===== src/rtl/memory_arbiter_pkg.sv =====
// Shared types and constants for the instruction/data memory arbiter.
// The mem_in/mem_out records mirror the CPU-side memory bus fields one-to-one.
package memory_arbiter_pkg;

  typedef struct packed {
    logic        mem_valid;
    logic        mem_instr;
    logic [31:0] mem_addr;
    logic [31:0] mem_wdata;
    logic [3:0]  mem_wstrb;
  } mem_in_type;

  typedef struct packed {
    logic        mem_ready;
    logic [31:0] mem_rdata;
  } mem_out_type;

  typedef enum logic [1:0] {
    IDLE,
    BUSY_I,
    BUSY_D
  } arb_state_type;

  typedef struct packed {
    arb_state_type state;
    mem_in_type    req;
    logic [3:0]    starve_cnt;
  } arb_reg_type;

  localparam arb_reg_type ARB_REG_INIT = '{state: IDLE, req: '0, starve_cnt: 4'd0};

endpackage


===== src/rtl/memory_arbiter.sv =====
// Two-requester arbiter (fetch vs load/store) in front of a single memory port.
// Data wins ties unless the fetch side has waited through STARVE_LIMIT data grants.
module memory_arbiter
  import memory_arbiter_pkg::*;
#(
  parameter int STARVE_LIMIT = 4
) (
  input  logic        clk,
  input  logic        rst,
  input  mem_in_type  imem_in,
  output mem_out_type imem_out,
  input  mem_in_type  dmem_in,
  output mem_out_type dmem_out,
  output mem_in_type  memory_in,
  input  mem_out_type memory_out,
  output arb_reg_type dbg_reg
);

  // Handshake: a requester holds mem_valid until it sees mem_ready for one cycle;
  // the memory holds ready low until it completes, and completes only while
  // memory_in.mem_valid is high. Every transaction is followed by an IDLE cycle.
  localparam logic [3:0] LIMIT = 4'(STARVE_LIMIT);

  arb_reg_type r_q;
  arb_reg_type r_d;
  logic        instr_wins;

  always_comb begin
    r_d        = r_q;
    imem_out   = '0;
    dmem_out   = '0;
    instr_wins = imem_in.mem_valid && (!dmem_in.mem_valid || (r_q.starve_cnt == LIMIT));

    case (r_q.state)
      IDLE: begin
        if (!imem_in.mem_valid) begin
          r_d.starve_cnt = '0;
        end
        if (instr_wins) begin
          r_d.req           = imem_in;
          r_d.req.mem_valid = 1'b1;
          r_d.req.mem_instr = 1'b1;
          r_d.req.mem_wstrb = '0;
          r_d.state         = BUSY_I;
          r_d.starve_cnt    = '0;
        end else if (dmem_in.mem_valid) begin
          r_d.req           = dmem_in;
          r_d.req.mem_valid = 1'b1;
          r_d.req.mem_instr = 1'b0;
          r_d.state         = BUSY_D;
          // A fetch was passed over: count it, saturating at the limit.
          if (imem_in.mem_valid && (r_q.starve_cnt != LIMIT)) begin
            r_d.starve_cnt = r_q.starve_cnt + 4'd1;
          end
        end
      end
      BUSY_I: begin
        if (memory_out.mem_ready) begin
          imem_out          = memory_out;
          r_d.req.mem_valid = 1'b0;
          r_d.state         = IDLE;
        end
      end
      BUSY_D: begin
        if (memory_out.mem_ready) begin
          dmem_out          = memory_out;
          r_d.req.mem_valid = 1'b0;
          r_d.state         = IDLE;
        end
      end
      default: begin
        r_d = ARB_REG_INIT;
      end
    endcase
  end

  always_ff @(posedge clk or negedge rst) begin
    if (!rst) begin
      r_q <= ARB_REG_INIT;
    end else begin
      r_q <= r_d;
    end
  end

  assign memory_in = r_q.req;
  assign dbg_reg   = r_q;

endmodule


===== config.mk =====
export PLATFORM = sky130hd
export DESIGN_NAME = memory_arbiter
export DESIGN_NICKNAME = d
export VERILOG_FILES = /design/src/rtl/memory_arbiter_pkg.sv /design/src/rtl/memory_arbiter.sv
export SDC_FILE = /design/constraint.sdc
export NUM_CORES = 1
export LEC_CHECK = 0
export CAP_MARGIN = 15
export CORE_AREA = 2 2 149 151
export CTS_BUF_LIST = sky130_fd_sc_hd__clkbuf_16
export DETAILED_ROUTE_END_ITERATION = 12
export DIE_AREA = 0 0 151 153
export PLACE_DENSITY_LB_ADDON = 0.1
export SYNTH_ARGS = -nofsm -noshare
export SYNTH_HDL_FRONTEND = slang
export SYNTH_SLANG_ARGS = --single-unit

===== constraint.sdc =====
create_clock -name clk -period 3.2 [get_ports clk]
set_clock_uncertainty 0.2 [all_clocks]
set_input_delay 0.64 -clock clk [delete_from_list [all_inputs] [get_ports clk]]
set_output_delay 0.64 -clock clk [all_outputs]
set_load 0.02 [all_outputs]

==> reports/results.txt <==
Total negative slack - 0 ps
CTS tree - done
Most frequent cell after synthesis - dfrtp_1
Port buffer count - 380
Avg WL per Cell - 20.2 um
Syn Inst Count - 600
Ranking of synthesized cells by area - dfrtp_1, a221o_1, nand4b_1, buf_4, and3_1
Post-route DRC - 0
Final setup violation count - 0
Largest net degree at the start of global routing - 68
Chip Width - 151 um
Crit path launch type - input pin
Crit path DAT - 2210 ps
Layout Cells excl Fill - 1149
Vias per cell - 5.09
DP HPWL - 16200 um
Syn-to-layout area delta - 69.3%
Ys Warns - 0
Logic pwr share - 64.2%
Worst skew pair latency - 340 ps
RSZ-0062 raised after global routing - no
Final wirelength - 23200 um
Register area share after synthesis - 34.8%
Max reg flops - 76
Req. time, crit path - 2360 ps
Via count - 5851
Post-CTS Setup Bufs - 0
Avg Inst Size Synth - 9.10 sq um
Synth top area share - 34.8%
Synth unique cells - 33
Worst-path maximum fanout - 67
Die height - 153 um
NumNets Final - 1044
First-pass GRT wire length - 34900 um
Gr ovfl total - 0
Slew at the pin with the worst max-slew slack - 1080 ps
Cell accounting for the most synthesized area - dfrtp_1
Mapped Area - 5460 sq um
Clock sink total - 76
Seq cells post-synth - 76
Syn_nets - 780
Slew Viols, Final - 0
Reg clk slew, reported paths - 60 ps
H-tree levels - 3
MaxCap Viol Count - 0
Worst IR Drop VDD - 428 uV
Fin crit period - 3050 ps
Pre-antenna DRT Iters - 4
Run status - complete, no violations
Placer Congestion - 0.789
Tcrit/Tclk final - 95.5%
Clk network pwr share - 13.7%
CTS buffer count - 9
Die area - 23100 sq um
Setup slack, reg-to-reg - 700 ps
Vias in the first global route - 5924
Pleak - 3.77 nW
Main flop type after synthesis - dfrtp_1
Initial antenna violation count - 1
Core area - 21500 sq um
Std-Cell Rows - 54
CTS Root Buffer Type - clkbuf_16
Total GRT Usage - 19.3%
Placed cells - 1133
First-iteration detailed-routing DRC count - 307
Slew Limit Headroom - 28.1%
Deepest clock path buffer count - 2
Reg power frac - 22.1%
Share of layout cells above drive strength 1 - 4.61%
CTS resizes - 0
Synth top cells by count - dfrtp_1, buf_4, a21oi_1
# hold bufs at CTS - 0
Number of I/O pins - 387
ANT nets after route - 0
Pwr/cell area - 923 nW/um^2
Number of enable flip-flop cells after synthesis - 0
Asr flop ratio synth - 100%
FMAX - 0.327 GHz
Initial Utilization - 25.4%
Pint - 4.83 mW
Hold Path Class - input pin to async pin
Final Hold Vio Count - 0
Setup crit end kind - output port
Switching Power - 3.70 mW
WS Path Type - input pin to output port
Sw frac - 43.4%
==> cell type report <==
class,instances,area (sq um)
diodes,1,2.50
clock buffers,9,225
clock inverters,6,105
fillers,2085,12200
inverters,12,45.0
multi-input cells,368,2670
flip-flops and latches,76,1900
well taps,280,350
repair buffers,397,3950
==> routing by layer <==
metal / vias to the layer above / wire [um] / global-route usage, % / part of all wire (%)
li1: 2688 / - / - / -
met1: 2842 / 8980 / 23.4 / 39
met2: 299 / 11800 / 33.8 / 51
met3: 22 / 1950 / 4.24 / 8.4
met4: 0 / 448 / 6.14 / 1.9
met5: - / 0 / 0 / 0
==> logic make-up after synthesis <==
family                     synth area share [%]
AOI/OAI and AO/OA                          19.9
adders and majority gates                  1.15
buffers and inverters                      16.7
DFF                                        34.8
muxes                                     0.183
and+or+nand+nor                            27.3
==> cells in the final DEF (no fill, tap or decap), types with 2 or more instances in the layout <==
cell type,netlist,routed
dfrtp_1,76,76
buf_4,72,17
o21ai_0,7,7
nand3_1,4,4
clkbuf_16,0,9
buf_12,0,3
o31ai_1,4,4
ha_1,5,4
and2_0,24,24
buf_2,16,2
a221o_1,64,64
nand2_1,5,5
nand4b_1,64,64
nand3b_1,2,2
clkdlybuf4s50_1,0,375
and3_1,65,65
inv_1,12,13
bufinv_16,0,3
and2_1,42,42
a21oi_1,66,66
==> critical path: stages <==
cell             delay [ps]
clkdlybuf4s50_1         510
buf_12                  220
and3_1                  190
clkdlybuf4s50_1         620
==> power groups by stage <==
stage          registers (mW)  logic [mW]  clock network, mW
6_report                 1.88        5.48               1.17
2_1_floorplan            2.33        2.99                  0
4_1_cts                  1.90        5.55               1.20
5_1_grt                  1.95        5.83               1.24
3_5_place_dp             1.90        5.53                  0
3_3_place_gp             1.88        5.50                  0
==> metrics by stage <==
step / power (mW) / cell area, sq um / worst slack (ps) / util, % / hold WS [ps]
4_1_cts: 8.65 / 9250 / 139 / 43.0 / 70.2
2_1_floorplan: 5.32 / 5460 / 1020 / - / 144
6_report: 8.53 / 9250 / 146 / 43.1 / 55.4
3_5_place_dp: 7.43 / 8920 / 140 / 41.5 / 335
3_3_place_gp: 7.38 / 8920 / 170 / 41.5 / 322
5_1_grt: 9.02 / 9250 / 85.9 / 43.0 / 87.9
==> path summary, 6_finish.rpt <==
| path | end | cells past startpoint | from |
|---|---|---|---|
| setup / recovery | imem_out[14] | 4 | memory_out[32] |
| hold / removal | dbg_reg[60] | 1 | rst |
| setup reg to reg | dbg_reg[61] | 6 | dbg_reg[74] |
| hold reg to reg | dbg_reg[9] | 1 | dbg_reg[9] |
| max in group asynchronous | dbg_reg[71] | 2 | rst |
| min in group clk | dbg_reg[9] | 1 | dbg_reg[9] |
No activity file was read; power rests on OpenSTA's default activity.
